File: config.mk
export PLATFORM = sky130hd
export DESIGN_NAME = reg_wr_decoder
export DESIGN_NICKNAME = d
export VERILOG_FILES = /design/src/rtl/reg_wr_decoder.sv
export SDC_FILE = /design/constraint.sdc
export NUM_CORES = 1
export LEC_CHECK = 0
export ABC_AREA = 1
export CAP_MARGIN = 40
export CORE_MARGIN = 2
export CORE_UTILIZATION = 42
export CTS_CLUSTER_SIZE = 28
export DETAILED_ROUTE_END_ITERATION = 16
export HOLD_SLACK_MARGIN = 0.08
export PLACE_DENSITY = 0.78
export RECOVER_POWER = 50
export SETUP_SLACK_MARGIN = 0.2
export SLEW_MARGIN = 20
export SYNTH_ARGS = -nofsm -noshare
export SYNTH_HDL_FRONTEND = slang
export SYNTH_SLANG_ARGS = --single-unit
File: constraint.sdc
create_clock -name clk -period 1.24 [get_ports clk]
set_input_delay 0.248 -clock clk [delete_from_list [all_inputs] [get_ports clk]]
set_output_delay 0.248 -clock clk [all_outputs]
set_load 0.03 [all_outputs]
File: src/rtl/reg_wr_decoder.sv
`default_nettype none
// ============================================================================
// Module      : reg_wr_decoder
// Description : Registered one-hot register-write decoder with a ready/valid
//               handshake on both sides and a pending-write scoreboard.
//               An accepted write address is decoded to a one-hot write-enable
//               word that appears one cycle later. The word is held while
//               downstream stalls. In parallel, a per-register pend bit is
//               set on every accepted write and cleared by the commit mask
//               clr.
//
// Ports       :
//   clk        in   1        rising-edge clock
//   reset      in   1        synchronous active-high reset
//   enable     in   1        global enable; gates acceptance only
//   in_valid   in   1        write request presented
//   in_ready   out  1        request can be accepted this cycle
//   addr       in   ADDR_W   destination register index
//   out_valid  out  1        registered one-hot word is valid
//   out_ready  in   1        downstream takes the word this cycle
//   out        out  NUM_OUT  registered one-hot write-enable
//   pend       out  NUM_OUT  pending-write scoreboard, one bit per register
//   clr        in   NUM_OUT  commit mask clearing pend bits
//
// Configuration macro:
//   XZR_MASK_EN  when defined, the all-ones address (the zero register) is
//                still accepted and produces out_valid, but it drives an
//                all-zero word and sets no pend bit.
//
// Revision    : 1.0 - initial release
// ============================================================================
module reg_wr_decoder #(
    parameter int ADDR_W  = 5,
    // Must always equal 2**ADDR_W; it is exposed only so that port widths
    // can be named by the instantiating level.
    parameter int NUM_OUT = 2**ADDR_W
) (
    input  logic               clk,
    input  logic               reset,
    input  logic               enable,
    input  logic               in_valid,
    output logic               in_ready,
    input  logic [ADDR_W-1:0]  addr,
    output logic               out_valid,
    input  logic               out_ready,
    output logic [NUM_OUT-1:0] out,
    output logic [NUM_OUT-1:0] pend,
    input  logic [NUM_OUT-1:0] clr
);

    // ------------------------------------------------------------------
    // State
    // ------------------------------------------------------------------
    logic               r_out_valid;
    logic [NUM_OUT-1:0] r_out;
    logic [NUM_OUT-1:0] r_pend;

    // ------------------------------------------------------------------
    // Handshake
    // ------------------------------------------------------------------
    logic               w_accept;
    logic               w_drain;
    logic               w_is_xzr;
    logic [NUM_OUT-1:0] w_onehot;

    // The slot is free when it is empty or is being emptied in this same
    // cycle. That gives full throughput without a bubble. enable only
    // blocks new acceptance, so a held word still drains while disabled.
    assign in_ready = enable & (~r_out_valid | out_ready);
    assign w_accept = in_valid & in_ready;
    assign w_drain  = r_out_valid & out_ready;

    // ------------------------------------------------------------------
    // Zero-register masking
    // ------------------------------------------------------------------
`ifdef XZR_MASK_EN
    assign w_is_xzr = &addr;
`else
    assign w_is_xzr = 1'b0;
`endif

    // ------------------------------------------------------------------
    // One-hot decode. Every address value is in range, because the
    // output width is exactly 2**ADDR_W.
    // ------------------------------------------------------------------
    for (genvar i = 0; i < NUM_OUT; i++) begin : g_decode
        assign w_onehot[i] = (addr == ADDR_W'(i)) & ~w_is_xzr;
    end

    // ------------------------------------------------------------------
    // Output register. An accept has priority over a drain, so that a
    // simultaneous drain-and-accept replaces the word in place.
    // ------------------------------------------------------------------
    always_ff @(posedge clk) begin
        if (reset) begin
            r_out_valid <= 1'b0;
            r_out       <= '0;
        end else if (w_accept) begin
            r_out_valid <= 1'b1;
            r_out       <= w_onehot;
        end else if (w_drain) begin
            r_out_valid <= 1'b0;
            r_out       <= '0;
        end
    end

    // ------------------------------------------------------------------
    // Pending scoreboard. The clear is applied first and the set is
    // OR-ed in afterwards. As a result, a same-cycle set wins over a
    // same-cycle clear.
    // ------------------------------------------------------------------
    always_ff @(posedge clk) begin
        if (reset) begin
            r_pend <= '0;
        end else begin
            r_pend <= (r_pend & ~clr) | (w_accept ? w_onehot : '0);
        end
    end

    assign out_valid = r_out_valid;
    assign out       = r_out;
    assign pend      = r_pend;

endmodule
`default_nettype wire
# Word level (Yosys, flattened, before mapping)
# Cells that the tools add are included.
# Widths: inputs -> output; s select.
[word_totals]
input_bits = 42
output_inout_bits = 66
ff_bits = 65
elab_cells = 49
[classes]
n_eq_ne = 31
n_mux = 5
n_bitwise = 8
reduce_logical = 2
[ops]
columns = ["op", "count"]
rows = [
  ["$mux 32", 3],
  ["$eq 5x5->1 const B", 16],
  ["$eq 5x4->1 const B", 8],
  ["$and 32x32->32", 1],
  ["$not 32->32", 1],
  ["$or 32x32->32", 1],
  ["$eq 5x3->1 const B", 4],
  ["$eq 5x2->1 const B", 2],
  ["$eq 5x1->1 const B", 1],
  ["$logic_not 5->1", 1],
  ["$and 1x1->1", 3],
  ["$mux 1", 2],
  ["$reduce_bool 2->1", 1],
  ["$not 1->1", 1],
  ["$or 1x1->1", 1],
]

# Longest topological paths before layout
# Gate-level depths: netlist of run 1.
[depth]
depth_word = 6
mapped_depth = 7
mapped_depth_nobuf = 6

# Worst setup path after synthesis of run 1
# No wires, ideal clock.
[synth_path]
path_type = "register -> register"
start = "register r_out_valid (netlist: out_valid)"
end = "register r_out[11] (netlist: out[11])"
n_path_buf = 1
path_slack_ns = -0.018
required_ns = 1.108
path_stages_with_launch = 7
period_less_slack_ns = 1.258
setup_ns = 0.132
arrival_time_ns = 1.125
path_cell_list = "dfxtp_1 -> nand2_2 -> nand3_4 -> clkinv_2 -> buf_8 -> nand2_2 -> a21oi_1"
[synth_via]
elab_chain_cells = 5
elab_cells_between_ends = 7
cone_classes = "mux (1); bitwise (5); reduce/logical (1)"
[synth_rtl]
columns = ["element", "line_no", "source"]
rows = [
  ["start, declared", "54", "logic r_out_valid;"],
  ["start signal, assigned", "96", "r_out_valid <= 1'b0;"],
  ["start signal, assigned", "99", "r_out_valid <= 1'b1;"],
  ["start signal, assigned", "102", "r_out_valid <= 1'b0;"],
  ["$not 1->1", "69", "assign in_ready = enable & (~r_out_valid | out_ready);"],
  ["$or 1x1->1", "69", ""],
  ["$and 1x1->1", "69", ""],
  ["$and 1x1->1", "70", "assign w_accept = in_valid & in_ready;"],
  ["$mux 32 / $reduce_bool 2->1 (equally long branches)", "--", ""],
  ["end signal, assigned", "100", "r_out <= w_onehot;"],
  ["end, declared", "55", "logic [NUM_OUT-1:0] r_out;"],
]
# Several ways; a longest one is shown, not always the timed one.
# A chain may end at the register's enable or synchronous reset.

# Final worst setup path of run 1
[layout_path]
start = "register r_out_valid (netlist: out_valid)"
end = "register r_out[24] (netlist: out[24])"
# The elaborated chain is that of the path after synthesis.

==> results of run 1 <==
[metrics by stage]
stage                     hold slack (ns)  util [%]
after floorplan                    0.4113         -
after global placement             0.4526     61.64
after detailed placement           0.4537     61.64
after CTS                          0.3051     74.16
after global routing               0.3531     75.63
final                              0.3496     75.63
[report_power, final]
group | switching [W] | internal, W
Combinational | 0.000298 | 0.000248
Clock | 0.000769 | 0.000980
Sequential | 0.00000872 | 0.00210
[cell usage in the layout, fill, tap and decap left out, types with 5 or more instances in the layout]
cell type,synthesis,final
sky130_fd_sc_hd__nand2_1,64,51
sky130_fd_sc_hd__nand2_4,0,20
sky130_fd_sc_hd__inv_1,40,38
sky130_fd_sc_hd__clkdlybuf4s50_1,0,34
sky130_fd_sc_hd__buf_4,1,20
sky130_fd_sc_hd__clkbuf_2,0,39
sky130_fd_sc_hd__nor2_1,36,18
sky130_fd_sc_hd__nand3_2,0,5
sky130_fd_sc_hd__dfxtp_2,0,60
sky130_fd_sc_hd__a21oi_1,64,24
sky130_fd_sc_hd__buf_6,1,31
sky130_fd_sc_hd__nor2_2,2,17
sky130_fd_sc_hd__clkbuf_8,0,10
sky130_fd_sc_hd__buf_12,0,6
sky130_fd_sc_hd__nand3_1,32,27
sky130_fd_sc_hd__nand2_2,21,14
sky130_fd_sc_hd__a21oi_2,0,40
[repair_timing]
action / in CTS / in global routing
resized for setup: 236 / 68
buffers inserted: 10 / 9
pin swaps: 10 / 11
gates cloned: 2 / 1
endpoints found under the setup margin: 131 / 131
hold buffers: 0 / 0
[cell type report]
| type | instances | area [µm²] | share of cell area (%) |
|---|---|---|---|
| Clock buffer | 13 | 148.9 | 3.306 |
| Clock inverter | 3 | 40.04 | 0.8889 |
| Inverter | 43 | 168.9 | 3.750 |
| Multi-Input combinational cell | 221 | 1393 | 30.92 |
| Sequential cell | 65 | 1380 | 30.64 |
| Tap cell | 75 | 93.84 | 2.083 |
| Timing Repair Buffer | 139 | 1280 | 28.42 |
[per-layer routing]
layer	track usage (%)	vias up	wire, µm
met2	39.68	95	4442
li1	-	1352	-
met4	10.66	0	167
met3	4.674	15	488
met1	25.24	1327	3318
met5	0	-	0
[sequential cells by signal, summed over array words and instances (netlist names)]
name	count
out_valid	1
pend	32
out	32
[how the worst max path moves through the flow]
| stage | startpoint | end | cells past startpoint |
|---|---|---|---|
| after floorplan | out_valid$_SDFFE_PP0P_ | out[11]$_SDFFE_PP0P_ | 6 |
| after global placement | addr[1] | pend[26]$_SDFF_PP0_ | 7 |
| after detailed placement | addr[1] | out[14]$_SDFFE_PP0P_ | 7 |
| after CTS | out_valid$_SDFFE_PP0P_ | in_ready | 4 |
| after global routing | out_valid$_SDFFE_PP0P_ | out[5]$_SDFFE_PP0P_ | 7 |
| final | out_valid$_SDFFE_PP0P_ | out[24]$_SDFFE_PP0P_ | 7 |
[cells by family after synthesis]
kind of cell / count (synthesis) / synth area share (%)
flops: 65 / 50.02
compound gates: 65 / 12.60
simple gates: 156 / 26.79
buf+inv: 62 / 10.58
[critical path, cell delays in order, from the launching register on]
cell and delay, ns:
sky130_fd_sc_hd__dfxtp_4 0.35, sky130_fd_sc_hd__nand2_4 0.06, sky130_fd_sc_hd__buf_6 0.10, sky130_fd_sc_hd__nand3_4 0.13, sky130_fd_sc_hd__inv_8 0.13, sky130_fd_sc_hd__buf_12 0.16, sky130_fd_sc_hd__nand2_4 0.07, sky130_fd_sc_hd__a21oi_1 0.15
==> results, run 1 <==
- Data arrives at the worst endpoint at ~1.5 ns.
- The max-slew headroom at the worst pin is between 70% and 80%.
- The congestion estimate from routability-driven global placement came to roughly 0.8.
- Counting instances, the worst hold path has a depth of 3.
- After synthesis, the largest area contributor takes up 50.02% of total cell area.
- The checks that failed: negative setup slack.
- The fraction of layout instances using a drive strength above 1 is 57.44%.
- Of all flip-flops after synthesis, the portion carrying an async set or reset was 0%.
- Including well taps, the total number of placed cells is roughly 520.
- The final worst-path cycle share is 100.7%.
- The synthesized design contains 65 register bits.
- The die is between 80 and 90 µm wide.
- The mean post-synth cell area is between 7 and 8 µm².
- Summing internal, switching and leakage power gives approximately 0.0044 W.
- In the final timing run, aggregate negative setup slack is -0.008829 ns.
- The count of nets left with antenna violations once routing finished came out at 0.
- The detailed router finished its first iteration with 86 violations.
- Yosys mapped a number of flops with a built-in enable equal to 0.
- The number of clock buffers added by TritonCTS is 9.
- In this run the number of H-tree levels came out at 3.
- The total standard cell area after synthesis is 2601 µm².
- After clock tree synthesis, the clock-pin slew on the worst setup and hold paths is roughly 0.07 ns.
- The initial utilization of the core area, before any placement, comes to around 44%.
- The later pin in the worst-skew pair is clocked with a latency of between 0.3 and 0.4 ns.
- The reg-to-reg critical path startpoint is out_valid$_SDFFE_PP0P_.
- Along the worst path, the maximum fanout reaches 8.
- After layout, the minimum clock period comes to between 1 and 1.5 ns.
- The worst hold-check path type is in2reg.
- The floorplan step defined a die boundary enclosing roughly 6800 µm².
- The number of failing hold endpoints at the final stage is 0.
- The maximum resistive drop on vdd is about 0.76 mV.
- The worst flop-to-flop path endpoint is out[24]$_SDFFE_PP0P_.
- The power per cell area is around 1000 nW/µm².
- The buffer cell driving the clock tree root is sky130_fd_sc_hd__clkbuf_8.
- Static timing analysis puts the maximum clock frequency at roughly 800 MHz.
- The number of I/O port buffers is approximately 110.
- 0 antenna diodes ended up in the layout.
- The endpoint required time on the critical path is 1.49 ns.
- The gate count after technology mapping is between 300 and 400.
- The setup-violating endpoint count in the final report is 1.
- After detailed placement, the total cell area comes to ~3700 µm².
- The flow ran to the end, but the final reports show violations.
- Setup repair after global routing could not meet its margin everywhere.
- The worst setup path is launched from a flop.
- The pre-CTS worst setup slack is -0.3469 ns.
- The largest net degree at the start of global routing is 36.
- Wires add up to about 8400 µm.
- Dividing the detail-routed via count by the number of cells gives around 5.0.
- The startpoint identified for the worst hold timing path is reset.
- The synthesized net count is a little under 400.
- The final design area excluding fillers is about 4500 µm².
- The critical path capture point type is a flop.
- The post-layout net count is 521.
- Counting every sink on the clock net gives 65.
- Detailed placement ended at an HPWL of 5093 µm.
- For the pin with the worst max-slew slack, the measured transition is 0.3894 ns.
- Sorting the synthesized cells by how often they occur yields sky130_fd_sc_hd__dfxtp_1 (65), sky130_fd_sc_hd__a21oi_1 (64), sky130_fd_sc_hd__nand2_1 (64).
- The worst register-to-register path has a depth of 7.
- Ranked by total cell area, the synthesized netlist is headed by sky130_fd_sc_hd__dfxtp_1 (50%), sky130_fd_sc_hd__a21oi_1 (12%), sky130_fd_sc_hd__nand2_1 (9.2%).
- The worst setup path is of the reg2reg kind.
- The biggest area contributor in the post-synthesis netlist is sky130_fd_sc_hd__dfxtp_1.
- After detailed routing, the number of remaining DRC violations is 0.
- Dividing the detail-routed wire length by the instance count gives ~15 µm.
- From synthesis to final layout, the design area changed by 73.16%.
- Fill cells in the final layout number 424.
- The number of antenna violations at the first check in global routing was 0.
- The number of global-route vias before repair came to 2548.
- Global routing consumed, over all layers together, 22.28% of the routing resources.
- The number of different library cells used by synthesis comes to 18.
- The core outline area is roughly 6000 µm².
- The max-cap check violation count is 0.
- TritonCTS built the clock tree.
- The post-synthesis sequential area ratio is 50.02%.
- The max-slew violation count came to 0.
- The final route contains about 2800 vias.
- For hold timing, the worst endpoint is out[23]$_SDFFE_PP0P_.
- In this run the count of I/O pins placed on the die edge is approximately 110.
- The vertical extent of the die is 82.70 µm.
- On the final layout, the worst clock skew is around 0.0075 ns.
- Summed over all cells, the static leakage comes to roughly 2.1 nW.
- Among all flip-flop cells after synthesis, the most frequent one is sky130_fd_sc_hd__dfxtp_1.
- Yosys printed 0 warnings.
- Across all setup checks in the final design, the least slack found is -0.008829 ns.
- In this run the deepest clock path goes through 2 buffers.
- The first-pass GRT wire length is approximately 12000 µm.
- The number of optimization iterations in the first detailed-route pass is 4.
- Across all register-to-register paths, the minimum setup slack is -0.009 ns.
- Row generation in the floorplan step produced 28 rows.
- The number of standard cells in the layout, taps in and fillers out is roughly 560.
- Among all cell types in the netlist, the one instantiated most often is sky130_fd_sc_hd__dfxtp_1.
- The aggregate global routing overflow is 0.
No activity file was read; power rests on OpenSTA's default activity.
==> run 2, diff against run 1 <==
- RECOVER_POWER: 50 -> not set
- clock period: 1.24 -> 1.2 ns (I/O delays scaled with it)
==> results, run 2 (synthesized netlist as in run 1, its figures left out) <==
- The run finished, with violations left.
- The checks that failed: negative setup slack.
- Clock tree synthesis inserted a total of 9 buffers.
- For this design the top-level I/O count stands at approximately 110.
- The worst setup slack after layout is -0.02968 ns.
- The final wirelength is 8822 µm.
- Summed over all layers, the global routing overflow is 0.
- The number of I/O port buffers is between 100 and 150.
- The reg-to-reg critical path startpoint is out_valid$_SDFFE_PP0P_.
- Across the run, the number of max-cap violations was 0.
- The data arrival time of the critical path is about 1 ns.
- The repair_antennas step left the layout with diodes totalling 0.
- The critical path capture point type is a primary output.
- The iteration-0 DRC count of the detailed router is 211.
- The max-slew headroom at the worst pin is a little under 80%.
- The pre-CTS worst setup slack is -0.4102 ns.
- The level count of the clock H-tree is 3.
- The post-CTS clock slew at the launch and capture registers of the worst setup and hold paths is about 0.08 ns.
- The number of hold buffers added after CTS was 0.
- The relative contribution of sequential cells to total power is between 40% and 50%.
- Setup repair after global routing could not meet its margin everywhere.
- Combinational logic is responsible for 11.6% of the overall power.
- The number of antenna violations at the first check in global routing was 0.
- The number of placement rows is 28.
- The final-layout worst hold slack is around 0.24 ns.
- In this run the worst hold path is classified as in2reg.
- In the routed design, unresolved DRC markers number 0.
- Once the floorplan was initialized, standard cells occupied 43.68% of the core.
- In this run the deepest clock path goes through 2 buffers.
- The start-to-end type of the worst setup path is reg2out.
- The final worst-path cycle share is 102.5%.
- The net switching power figure is ~0.0012 W.
- In the final design database the tool counted ~520 nets.
- The reported leakage power is about 2.1 nW.
- After floorplanning, the core was sized to cover a little under 6000 µm².
- The clock power share is around 43%.
- Dividing the detail-routed wire length by the instance count gives 15.70 µm.
- The leading cell type in the layout, fill and taps excluded is sky130_fd_sc_hd__buf_6.
- For this run, the detailed router's first-pass iteration total came to 4.
- The top fanout value on the critical path is 2.
- The TritonCTS clock tree is built.
- The per-cell via count in the routed design is 5.085.
- The tree is rooted in a sky130_fd_sc_hd__clkbuf_8.
- The final standard cell utilization of the core is between 70% and 80%.
- At the end of routability-driven placement, the weighted congestion stood at approximately 0.9.
- The number of global-route vias before repair is roughly 2700.
- The horizontal die dimension is about 83 µm.
- After filler insertion, the fill cell instance count of the layout stands at ~390.
- The insertion delay of the later-clocked pin in the worst-skew pair is between 0.3 and 0.4 ns.
- The start point of the worst min-delay path is reset.
- Entering global routing, the biggest net connects 33 pins.
- The critical path starts at out_valid$_SDFFE_PP0P_.
- VDD sags by at most roughly 0.7 mV.
- The clock sink count is 65.
- Relative to the synthesized area, the layout overhead comes to 82.01%.
- The worst setup path is launched from a flop.
- The endpoint required time on the critical path is roughly 0.96 ns.
- The maximum operating frequency is around 800 MHz.
- The number of failing hold endpoints at the final stage came to 0.
- Once detailed placement completed, the half-perimeter wirelength came to between 5000 and 6000 µm.
- The first-pass GRT wire length is about 13000 µm.
- At the pin with the least slew margin, the transition time is between 0.3 and 0.4 ns.
- The time the final worst path needs with I/O delays and setup is between 1 and 1.5 ns.
- The overall global routing resource usage is between 20% and 30%.
- The die footprint is 6839 µm².
- The cell-internal power is roughly 0.0037 W.
- The die is roughly 83 µm tall.
- The power per cell area is about 1000 nW/µm².
- The via count of the routed design is 2858.
- The fraction of layout instances using a drive strength above 1 is between 50% and 60%.
- The setup-violating endpoint count in the final report is 12.
- The switching power as a share of total power is 23.96%.
- The max-slew violation count was 0.
- The setup skew after layout is approximately 0.0084 ns.
- The top cell types in the final layout, fill and taps aside, are sky130_fd_sc_hd__buf_6 (70), sky130_fd_sc_hd__dfxtp_2 (64), sky130_fd_sc_hd__nand2_1 (51).
- The post-detailed-route count of antenna-violating nets is 0.
[run 2: changes by cell type in the layout (fill, tap and decap cells not counted), moves of 5 or more]
cell and delta:
sky130_fd_sc_hd__nand2_4 -5, sky130_fd_sc_hd__nor2_1 +11, sky130_fd_sc_hd__clkbuf_2 -39, sky130_fd_sc_hd__nand2_2 +5, sky130_fd_sc_hd__buf_6 +39, sky130_fd_sc_hd__nor2_2 -9
[run 2: worst paths after layout]
kind | endpoint | slack [ns] | cells after the start
worst max-delay path | in_ready | -0.03 | 4
worst min register to register | pend[4]$_SDFF_PP0_ | 0.47 | 2
worst max register to register | out[6]$_SDFFE_PP0P_ | -0.02 | 7
worst min-delay path | out[23]$_SDFFE_PP0P_ | 0.24 | 2
[run 2: critical path, stage by stage, from the launching register on]
cell,delay (ns)
sky130_fd_sc_hd__dfxtp_4,0.35
sky130_fd_sc_hd__nand2_4,0.07
sky130_fd_sc_hd__nand2_2,0.05
sky130_fd_sc_hd__inv_2,0.05
sky130_fd_sc_hd__buf_6,0.12
[run 2: through the flow]
stage,setup TNS (ns),cells,total power [W],cell area (µm²)
after floorplan,0,348,0.002452,2645
after global placement,-19.25,524,0.002677,3681
after detailed placement,-20.59,524,0.002681,3681
after CTS,-0.2406,552,0.004766,4474
after global routing,-2.286,562,0.004974,4735
final,-0.1051,562,0.004838,4735
[run 2: repair_timing]
item,in CTS,in global routing
endpoints found under the hold margin,0,0
resized for setup,176,48
setup buffers,12,10
pin swaps,2,1
setup endpoints to repair,131,131
[run 2: power groups by stage]
stage | clock, W | sequential [W] | combinational [W]
after floorplan | 0 | 0.00225 | 0.000201
after global placement | 0 | 0.00223 | 0.000451
after detailed placement | 0 | 0.00223 | 0.000455
after CTS | 0.00207 | 0.00218 | 0.000519
after global routing | 0.00220 | 0.00218 | 0.000598
final | 0.00210 | 0.00218 | 0.000562
[run 2: cell type report]
type,instances,area [µm²],area share [%]
repair buffers,142,1521,32.14
clock inverters,1,30.03,0.6342
clock buffers,15,196.4,4.149
flip-flops and latches,65,1385,29.25
inverters,43,173.9,3.673
multi-input cells,221,1334,28.17
well taps,75,93.84,1.982
[run 2: per-layer routing]
metal	up-vias	GRT usage (%)	part of all wire [%]
met3	16	5.435	6.9
met2	109	43.55	53
met1	1371	27.95	38
met5	-	0	0
met4	0	10.00	2.0
li1	1362	-	-
